File: src/rtl/uart_arb_pkg.sv
// Shared definitions for the UART transmitter arbiter: FSM state encodings,
// byte and statistics-counter widths, and a saturating increment helper.
package uart_arb_pkg;

  localparam int BYTE_W = 8;
  localparam int TCNT_W = 16;

  typedef enum logic [2:0] {
    IDLE      = 3'd0,
    ISSUE     = 3'd1,
    HOLDOFF   = 3'd2,
    WAIT_IDLE = 3'd3,
    STALL     = 3'd4
  } arb_state_t;

  // Increment that sticks at all-ones instead of wrapping.
  function automatic logic [TCNT_W-1:0] sat_inc(input logic [TCNT_W-1:0] v);
    return (v == '1) ? v : v + 1'b1;
  endfunction

endpackage

File: src/rtl/uart_rr_pick.sv
// Combinational round-robin picker: returns the lowest requesting index at or
// after ptr, wrapping past N_REQ-1 back to 0.
module uart_rr_pick
  import uart_arb_pkg::*;
#(
  parameter int N_REQ = 3,
  localparam int PW = (N_REQ > 1) ? $clog2(N_REQ) : 1
) (
  input  logic [N_REQ-1:0] req,
  input  logic [PW-1:0]    ptr,
  output logic             grant_valid,
  output logic [PW-1:0]    grant_idx
);

  logic [PW:0]   sum;
  logic [PW-1:0] idx;

  // Scan from farthest to nearest so the candidate closest to ptr wins last.
  always_comb begin
    grant_valid = 1'b0;
    grant_idx   = '0;
    sum         = '0;
    idx         = '0;
    for (int k = N_REQ - 1; k >= 0; k--) begin
      sum = {1'b0, ptr} + (PW+1)'(k);
      if (sum >= (PW+1)'(N_REQ)) begin
        sum = sum - (PW+1)'(N_REQ);
      end
      idx = sum[PW-1:0];
      if (req[idx]) begin
        grant_valid = 1'b1;
        grant_idx   = idx;
      end
    end
  end

endmodule

File: src/rtl/uart_tx_arbiter.sv
// Round-robin, packet-locked sharing of one UART transmitter among N_REQ
// byte-stream requesters. The owner keeps the transmitter until a byte flagged
// last is sent, or until it leaves req low mid-packet for LOCK_TIMEOUT cycles.
// Optional build macro UART_ARB_TIMEOUT_STATS_EN enables the revoked-lock
// counter on timeout_count; otherwise that output is tied to zero.
module uart_tx_arbiter
  import uart_arb_pkg::*;
#(
  parameter int N_REQ          = 3,
  parameter int HOLDOFF_CYCLES = 2,
  parameter int LOCK_TIMEOUT   = 1000,
  localparam int PW = (N_REQ > 1) ? $clog2(N_REQ) : 1
) (
  input  logic                     clk,
  input  logic                     rst,
  input  logic [N_REQ-1:0]         req,
  input  logic [BYTE_W*N_REQ-1:0]  req_data,
  input  logic [N_REQ-1:0]         req_last,
  output logic [N_REQ-1:0]         ack,
  input  logic                     idle_ready_tx,
  output logic                     start_tx,
  output logic [BYTE_W-1:0]        data_tx,
  output logic                     busy,
  output logic [PW-1:0]            owner,
  output logic [TCNT_W-1:0]        timeout_count
);

  localparam int         TW        = $clog2(LOCK_TIMEOUT);
  localparam logic [TW-1:0] TIMER_LIM = TW'(LOCK_TIMEOUT - 1);
  localparam logic [3:0] HOLD_INIT = 4'(HOLDOFF_CYCLES - 1);

  arb_state_t        state_reg;
  logic [PW-1:0]     ptr_reg;
  logic [BYTE_W-1:0] byte_reg;
  logic              last_reg;
  logic [3:0]        hold_reg;
  logic [TW-1:0]     timer_reg;

  logic              grant_valid;
  logic [PW-1:0]     grant_idx;
  logic [PW-1:0]     owner_inc;
  logic              revoke;
  logic [BYTE_W-1:0] req_bytes [N_REQ];

  for (genvar gi = 0; gi < N_REQ; gi++) begin : g_split
    assign req_bytes[gi] = req_data[BYTE_W*gi +: BYTE_W];
  end

  uart_rr_pick #(.N_REQ(N_REQ)) u_pick (
    .req         (req),
    .ptr         (ptr_reg),
    .grant_valid (grant_valid),
    .grant_idx   (grant_idx)
  );

  assign owner_inc = (owner == PW'(N_REQ - 1)) ? '0 : owner + PW'(1);
  assign revoke    = (state_reg == STALL) && !req[owner] && (timer_reg == TIMER_LIM);

  // Arbitration / byte-issue FSM; every output is a register.
  always_ff @(posedge clk) begin
    if (rst) begin
      state_reg <= IDLE;
      ptr_reg   <= '0;
      owner     <= '0;
      start_tx  <= 1'b0;
      data_tx   <= '0;
      ack       <= '0;
      busy      <= 1'b0;
      byte_reg  <= '0;
      last_reg  <= 1'b0;
      hold_reg  <= '0;
      timer_reg <= '0;
    end else begin
      start_tx <= 1'b0;
      ack      <= '0;
      case (state_reg)
        IDLE: begin
          // The uart may still be finishing a byte after a reset, so wait for idle.
          if (grant_valid && idle_ready_tx) begin
            owner     <= grant_idx;
            busy      <= 1'b1;
            byte_reg  <= req_bytes[grant_idx];
            last_reg  <= req_last[grant_idx];
            state_reg <= ISSUE;
          end
        end
        ISSUE: begin
          start_tx   <= 1'b1;
          data_tx    <= byte_reg;
          ack[owner] <= 1'b1;
          hold_reg   <= HOLD_INIT;
          state_reg  <= HOLDOFF;
        end
        HOLDOFF: begin
          // The uart may not have dropped idle yet; ignore it for a while.
          if (hold_reg == '0) begin
            state_reg <= WAIT_IDLE;
          end else begin
            hold_reg <= hold_reg - 1'b1;
          end
        end
        WAIT_IDLE: begin
          if (idle_ready_tx) begin
            if (last_reg) begin
              ptr_reg   <= owner_inc;
              busy      <= 1'b0;
              state_reg <= IDLE;
            end else if (req[owner]) begin
              byte_reg  <= req_bytes[owner];
              last_reg  <= req_last[owner];
              state_reg <= ISSUE;
            end else begin
              timer_reg <= '0;
              state_reg <= STALL;
            end
          end
        end
        STALL: begin
          if (req[owner]) begin
            byte_reg  <= req_bytes[owner];
            last_reg  <= req_last[owner];
            state_reg <= ISSUE;
          end else if (revoke) begin
            ptr_reg   <= owner_inc;
            busy      <= 1'b0;
            state_reg <= IDLE;
          end else begin
            timer_reg <= timer_reg + 1'b1;
          end
        end
        default: begin
          busy      <= 1'b0;
          state_reg <= IDLE;
        end
      endcase
    end
  end

`ifdef UART_ARB_TIMEOUT_STATS_EN
  logic [TCNT_W-1:0] tcnt_reg;

  // Count revoked locks, saturating.
  always_ff @(posedge clk) begin
    if (rst) begin
      tcnt_reg <= '0;
    end else if (revoke) begin
      tcnt_reg <= sat_inc(tcnt_reg);
    end
  end

  assign timeout_count = tcnt_reg;
`else
  assign timeout_count = '0;
`endif

endmodule

File: config.mk
export PLATFORM = sky130hd
export DESIGN_NAME = uart_tx_arbiter
export DESIGN_NICKNAME = d
export VERILOG_FILES = /design/src/rtl/uart_arb_pkg.sv /design/src/rtl/uart_rr_pick.sv /design/src/rtl/uart_tx_arbiter.sv
export SDC_FILE = /design/constraint.sdc
export NUM_CORES = 1
export LEC_CHECK = 0
export ABC_CLOCK_PERIOD_IN_PS = 2100
export BUFFER_PORTS_ARGS = -buffer_cell sky130_fd_sc_hd__clkbuf_2
export CORE_UTILIZATION = 28
export DETAILED_ROUTE_END_ITERATION = 10
export GPL_TIMING_DRIVEN = 0
export MAX_ROUTING_LAYER = met4
export SLEW_MARGIN = 15
export SYNTH_ARGS = -nofsm -noshare
export SYNTH_HDL_FRONTEND = slang
export SYNTH_SLANG_ARGS = --single-unit
File: constraint.sdc
create_clock -name clk -period 2.1 [get_ports clk]
set_clock_uncertainty 0.2 [all_clocks]
set_input_delay 0.42 -clock clk [delete_from_list [all_inputs] [get_ports clk]]
set_output_delay 0.42 -clock clk [all_outputs]
set_load 0.1 [all_outputs]
==> impl_results.md, run 1 <==
* Sequential area share after synthesis at between 20% and 30%
* Net count, final at 482
* Cells after Synth at 360
* Row count at 37
* Post-synthesis area per instance at 8.52 sq um
* Number of flops mapped to enable cells by yosys at 0
* WL per Instance at 14.1 microns
* Final Hold Fails at 0
* Slew Viols, Final at 0
* P_sw at 1.07 mW
* CTS Buffer Depth at 2
* TritonCTS clock tree: done
* Clock power frac at about a quarter
* Share of power burned in registers at between 30% and 40%
* Area after DPL at 3620 sq um
* CP Capture Type: register
* Nature of the critical path startpoint: register
* Hold wc startpoint: rst
* Max reg flops at 10
* Number of synthesized register bits at 43
* PwrDens at 672 nW/um^2
* Detailed-route DRC error count at 0
* Total GRT Usage at about 15%
* Io pins at 64
* Internal power at between 1.5 and 2 mW
* Initial Util at 29.3%
* Final Hold Slack at 193 ps
* VDD IR max at 0.000398 V
* Post-synthesis async set-or-reset flop share at 0%
* Max Cap Viol at 0
* Via/cell ratio at roughly 5.0
* Gpl congestion at roughly 0.8
* Layout cells sized above 1 at a little under two fifths
* CTS H-tree depth at 2
* RSZ-0062 raised after global routing: yes
* Final min period at 2330 ps
* Status: finished, violations left
* Fmax at 0.429 GHz
* Die X at 107 microns
* Worst hold path type: input port to register
* Via count at 2900
* Placed instance count at between 500 and 600
* Critical Path Fanout Max at 8
* Post-route setup slack at -231 ps
* # diodes at 0
* PortBufs at 46
* Post-Route WL at 8.14 mm
* Synth cell types at about 70
* Vias in the first global route at 2667
* Global route total overflow at 0
* Slew headroom at 55.1%
* Number of fill cells in the layout at 1091
* Die area at between 10000 and 15000 sq um
* First-pass GRT wire length at 13.3 mm
* Critical path arrival at 2320 ps
* Final cell count without fillers at 579
* Drt pass-1 iters at 4
* CTS buffer count at 5
* CP Data Required Time at 2090 ps
* Flop-to-flop setup slack at -230 ps
* Max layer used: met4
* Final Instance Area at 3980 sq um
* Clock Sink Count at 43
* Largest net degree at the start of global routing at 14
* Drt first-iter violations at 203
* ANT nets after route at 0
* FF-to-FF Start: ptr_reg[1]$_SDFFE_PP0P_
* Switching Share at between 30% and 40%
* Mapped Area at 3070 sq um
* DRT met1 WL at 3.89 mm
* Post-DP HPWL at 6.07 mm
* Area grow syn2layout at 29.8%
* # hold bufs at CTS at 0
* Final period utilization at 111%
* Leak at roughly 1.6 nW
* WL met3 at 307 microns
* Worst Max-Slew Pin Slew at around 670 ps
* CTS clk-pin slew, worst paths at 90 ps
* Critical Path Source: ptr_reg[1]$_SDFFE_PP0P_
* WL met2 at 3.82 mm
* YS warnings at 0
* CTS root buf: clkbuf_8
* CORE AREA at 10500 sq um
* Clock latency on the worst-skew pair at 300 ps
* Chip height at 107 microns
* Final Setup Violations at 13
* Synth Flop Type: dfxtp_1
* Antenna violations before repair at 0
* WS Path Type: register to register
* Fin Setup TNS at -2230 ps
* Combinational share of power at 40.0%
* Failing checks: negative setup slack
## layout by cell type (no fill, tap or decap), types with 4 or more instances in the layout
cell type and instances:
a211o_1 9, nor2b_1 13, dfxtp_4 4, nand3_1 6, nor2_1 22, nor3_1 8
a21oi_1 16, dfxtp_1 39, nand2_1 32, a32o_1 8, buf_2 5, buf_6 8
o211ai_1 9, a31oi_1 7, a211oi_2 14, inv_1 9, buf_4 32, clkbuf_1 6
a211oi_1 4, nor2_2 4, ha_1 5, xor2_1 8, mux2i_1 12, clkbuf_8 5
and3_1 4, o21ai_2 8, conb_1 16, clkbuf_2 46
## critical path, stage by stage, from the launching register on
cell and delay (ps):
dfxtp_4 410, inv_4 50, ha_4 200, mux2i_4 210
or2_1 230, buf_6 150, a211oi_4 200, a211oi_2 90
a211o_1 240, a32o_1 240
## path summary, 6_finish.rpt
path                                    to  cells past startpoint
setup / recovery  byte_reg[2]$_SDFFE_PP0P_                      9
hold / removal           ack[2]$_SDFF_PP0_                      2
hold reg to reg    data_tx[6]$_SDFFE_PP0P_                      2
setup reg to reg  byte_reg[2]$_SDFFE_PP0P_                      9
## synth_stat cells (all sizes together), types with 3 or more instances
| cell type | instances | area share, % |
|---|---|---|
| nor3b | 3 | 0.73 |
| a211oi | 19 | 6.1 |
| nand3b | 3 | 0.73 |
| o211ai | 9 | 2.2 |
| or2 | 3 | 0.69 |
| nand2 | 35 | 4.4 |
| ha | 7 | 2.9 |
| a21oi | 18 | 3.3 |
| nor2b | 13 | 2.7 |
| nand4 | 3 | 0.61 |
| o21ai | 14 | 2.8 |
| and4 | 3 | 0.86 |
| inv | 11 | 1.3 |
| clkbuf | 7 | 0.86 |
| nor4 | 3 | 0.61 |
| mux2i | 15 | 5.7 |
| nand3 | 8 | 1.5 |
| dfxtp | 43 | 28 |
| nor3 | 9 | 1.8 |
| a211o | 9 | 2.6 |
| and2 | 4 | 0.82 |
| a32o | 8 | 2.6 |
| nor2 | 26 | 3.5 |
| xor2 | 8 | 2.3 |
| and3 | 5 | 1.0 |
| buf | 33 | 7.7 |
| a31oi | 9 | 1.8 |
## through the flow
step	utilization (%)	power [mW]	setup slack [ps]
2_1_floorplan	-	1.77	-61.2
3_3_place_gp	34.6	1.96	-250
3_5_place_dp	34.6	1.97	-256
4_1_cts	37.3	2.66	-228
5_1_grt	38.0	2.80	-281
6_report	38.0	2.67	-231
## logic make-up after synthesis
kind of cell    after synthesis  share of synthesized area, %
flops                        43                          28.1
simple gates                127                          23.0
xor+xnor                     10                          2.86
buf+inv                      51                          9.88
mux                          16                          6.08
fa+ha+maj                     7                          2.86
compound gates              105                          27.1
other cells                   1                         0.122
## final cells by class
cell class | instances | area, sq um | area share, %
timing repair buffer | 61 | 344 | 8.65
inverter | 11 | 46.3 | 1.16
sequential | 43 | 876 | 22.0
clock inverter | 3 | 38.8 | 0.975
clock buffer | 5 | 68.8 | 1.73
multi-input combinational | 283 | 2170 | 54.5
buffer | 37 | 268 | 6.73
tap | 136 | 170 | 4.28
## power groups by stage
| stage | combinational [mW] | clock [mW] | sequential (mW) |
|---|---|---|---|
| CTS | 1.05 | 0.652 | 0.957 |
| finish | 1.07 | 0.639 | 0.965 |
| detailed placement | 0.994 | 0 | 0.975 |
| global route | 1.15 | 0.676 | 0.979 |
| global placement | 0.988 | 0 | 0.973 |
| floorplan | 0.648 | 0 | 1.12 |
## per-layer routing
| layer | GRT usage [%] | vias to the layer above |
|---|---|---|
| met5 | - | - |
| met4 | 4.21 | 0 |
| met3 | 1.52 | 11 |
| met2 | 23.9 | 74 |
| met1 | 19.8 | 1360 |
| li1 | - | 1455 |
## what timing repair did
| item | 4_1_cts | 5_1_grt |
|---|---|---|
| pin swaps | 11 | 7 |
| gates resized for setup | 26 | 12 |
| gates cloned | 2 | 1 |
| setup buffers | 9 | 6 |
| setup endpoints to repair | 14 | 25 |
No activity file was read; power rests on OpenSTA's default activity.
==> run 2, diff against run 1 <==
--- a/config.mk
+++ b/config.mk
@@ -7,10 +7,11 @@
 export LEC_CHECK = 0
 export ABC_CLOCK_PERIOD_IN_PS = 2100
 export BUFFER_PORTS_ARGS = -buffer_cell sky130_fd_sc_hd__clkbuf_2
-export CORE_UTILIZATION = 28
+export CORE_UTILIZATION = 45
 export DETAILED_ROUTE_END_ITERATION = 10
 export GPL_TIMING_DRIVEN = 0
 export MAX_ROUTING_LAYER = met4
+export PLACE_DENSITY = 0.7
 export SLEW_MARGIN = 15
 export SYNTH_ARGS = -nofsm -noshare
 export SYNTH_HDL_FRONTEND = slang
==> run 2 against run 1 <==
The flow finishes with violations (design-rule violations, negative setup slack). Final cell count decreased by 9.5%. Sequential share of layout area increased by 0.21 points. First-iteration DRC count decreased by 20%. Sequential power increased by 0.4%. Clock power decreased by 11%. Power decreased by 2.7%. Critical endpoint is now byte_reg[5]$_SDFFE_PP0P_. Largest cell class unchanged.
==> impl_results.md, run 2 (synthesized netlist as in run 1, its figures left out) <==
* Status: finished, violations left
* Failing checks: design-rule violations, negative setup slack
* Largest net degree at the start of global routing at 13 (-1)
* Final Hold Fails at 0 (unchanged)
* Area grow syn2layout at 28.8%
* Internal power at 1.56 mW (-3.0%)
* P_sw at 1.05 mW (-2.2%)
* Combinational share of power at 40.9% (+0.9 points)
* ANT nets after route at 0 (unchanged)
* First-pass GRT wire length at 12.6 mm (-5.2%)
* Drt first-iter violations at 163 (-20%)
* Max Cap Viol at 0 (unchanged)
* Fmax at 0.426 GHz (-0.75%)
* Commonest non-fill, non-tap cell in the layout: clkbuf_2
* Placed instance count at 498 (-11%)
* Antenna violations before repair at 0 (unchanged)
* CP bufs+invs at 2 (unchanged)
* CORE AREA at 6460 sq um (-38%)
* CTS Buffer Depth at 2 (unchanged)
* Final Hold Slack at 205 ps (+11.5 ps)
* WS Path Type: register to register
* Net count, final at 486 (+0.83%)
* Vias in the first global route at 2740 (+2.7%)
* PwrDens at 659 nW/um^2 (-1.9%)
* Critical path arrival at 2340 ps (+20 ps)
* Final period utilization at 112% (+0.84 points)
* Die X at 84.5 microns (-21%)
* Final Instance Area at 3950 sq um (-0.79%)
* RSZ-0062 raised after global routing: yes
* WL per Instance at 15.4 microns (+9.3%)
* Clock power frac at 21.9% (-2.0 points)
* Slowest-stage cell, CP: dfxtp_4
* Clock Sink Count at 43 (unchanged)
* CP Data Required Time at 2090 ps (about the same)
* Drt pass-1 iters at 8 (+4)
* Cell Chain, Critical Path: inv_4 -> ha_4 -> nor2b_1 -> o211ai_1 -> buf_4 -> a21oi_4 -> a211oi_2 -> a211o_1 -> a32o_2
* # diodes at 0 (unchanged)
* Total GRT Usage at 22.4% (+7.5 points)
* Number of fill cells in the layout at 583 (-47%)
* Chip height at 84.5 microns (-21%)
* VDD IR max at 0.000468 V (+17%)
* CTS root buf: clkbuf_8
* Switching Share at 40.2% (+0.21 points)
* PortBufs at 46 (unchanged)
* Area after DPL at 3550 sq um (-2.0%)
* Row count at 29 (-22%)
* Post-Route WL at 8.05 mm (-1.1%)
* Final Setup Violations at 12 (-1)
* CP Capture Type: register
* Commonest non-fill, non-tap cells in the layout: clkbuf_2 (46), dfxtp_1 (38), buf_4 (35), nand2_1 (32), nor2_1 (23)
* Detailed-route DRC error count at 7 (+7)
* Worst Max-Slew Pin Slew at 718 ps (+44.6 ps)
* Layout cells sized above 1 at 38.7% (+0.78 points)
* Slew Viols, Final at 0 (unchanged)
* Post-DP HPWL at 5.54 mm (-8.6%)
* Share of power burned in registers at 37.2% (+1.1 points)
* Die area at 7150 sq um (-37%)
* Slew headroom at 52.1% (-3.0 points)
* Critical Path Fanout Max at 8 (unchanged)
* Via count at 2969 (+2.4%)
* Critical path's top delay family: compound AO/OA/AOI/OAI gates
* Gpl congestion at 0.927 (+17%)
* CTS H-tree depth at 2 (unchanged)
* TritonCTS clock tree: done
* Max incr delay on CP at 390 ps (-20 ps)
* Nature of the critical path startpoint: register
* CTS buffer count at 5 (unchanged)
* Worst hold path type: input port to register
* Global route total overflow at 0 (unchanged)
* Io pins at 64 (unchanged)
* CTS clk-pin slew, worst paths at 80 ps (about the same)
* Initial Util at 47.5% (+18 points)
* # hold bufs at CTS at 0 (unchanged)
* Clock latency on the worst-skew pair at 290 ps (about the same)
* Final min period at 2350 ps (+17.6 ps)
* Via/cell ratio at 5.67 (+13%)
* Max reg flops at 10 (unchanged)
* Post-route setup slack at -249 ps (-17.6 ps)
* Final cell count without fillers at 524 (-9.5%)
* Leak at 1.60 nW (+1.5%)
==> run 2: changes by cell type in the layout (fill, tap and decap cells not counted), sizes merged <==
cell and delta:
buf +2, clkinv -2, clkbuf +4, nand2 +1, bufinv -1
==> run 2: path summary, 6_finish.rpt <==
kind	startpoint	endpoint	slack [ps]	cells after the start
min reg2reg	data_tx[5]$_SDFFE_PP0P_	data_tx[5]$_SDFFE_PP0P_	260	2
min	rst	ack[2]$_SDFF_PP0_	200	2
max reg2reg	ptr_reg[0]$_SDFFE_PP0P_	byte_reg[5]$_SDFFE_PP0P_	-250	9
max	ptr_reg[0]$_SDFFE_PP0P_	byte_reg[5]$_SDFFE_PP0P_	-250	9
==> run 2: timing repair <==
| item | in CTS | in global routing |
|---|---|---|
| gates cloned | 2 | 1 |
| setup buffers | 10 | 8 |
| gates resized for setup | 21 | 21 |
| endpoints found under the hold margin | 0 | 0 |
| pin swaps | 16 | 11 |
| endpoints found under the setup margin | 14 | 26 |
==> run 2: power by group through the flow <==
stage	logic (mW)	registers, mW	clock network (mW)
detailed placement	0.994	0.973	0
CTS	1.03	0.954	0.590
global route	1.13	0.978	0.618
finish	1.06	0.969	0.570
global placement	0.983	0.972	0
floorplan	0.648	1.12	0
==> run 2: per-stage QoR <==
| step | total power [mW] | setup slack (ps) | TNS [ps] | util (%) |
|---|---|---|---|---|
| 6_report | 2.60 | -249 | -1930 | 61.1 |
| 5_1_grt | 2.73 | -333 | -3410 | 61.1 |
| 4_1_cts | 2.58 | -198 | -1740 | 59.0 |
| 3_5_place_dp | 1.97 | -254 | -2520 | 54.9 |
| 3_3_place_gp | 1.96 | -205 | -1980 | 54.9 |
| 2_1_floorplan | 1.77 | -61.2 | -651 | - |
==> run 2: area by class of cell <==
type | instances | area [sq um] | share of cell area, %
clock buffer | 8 | 100 | 2.53
timing repair buffer | 64 | 369 | 9.35
inverter | 11 | 46.3 | 1.17
sequential | 43 | 877 | 22.2
tap | 77 | 96.3 | 2.44
multi-input combinational | 284 | 2190 | 55.4
buffer | 37 | 272 | 6.88
==> run 2: layer usage <==
| metal | global-route usage (%) | routed length, microns | vias to the layer above |
|---|---|---|---|
| met1 | 28.7 | 3610 | 1391 |
| li1 | - | - | 1473 |
| met2 | 37.1 | 3860 | 96 |
| met4 | 4.47 | 76 | 0 |
| met3 | 3.93 | 501 | 9 |
| met5 | - | 0 | - |
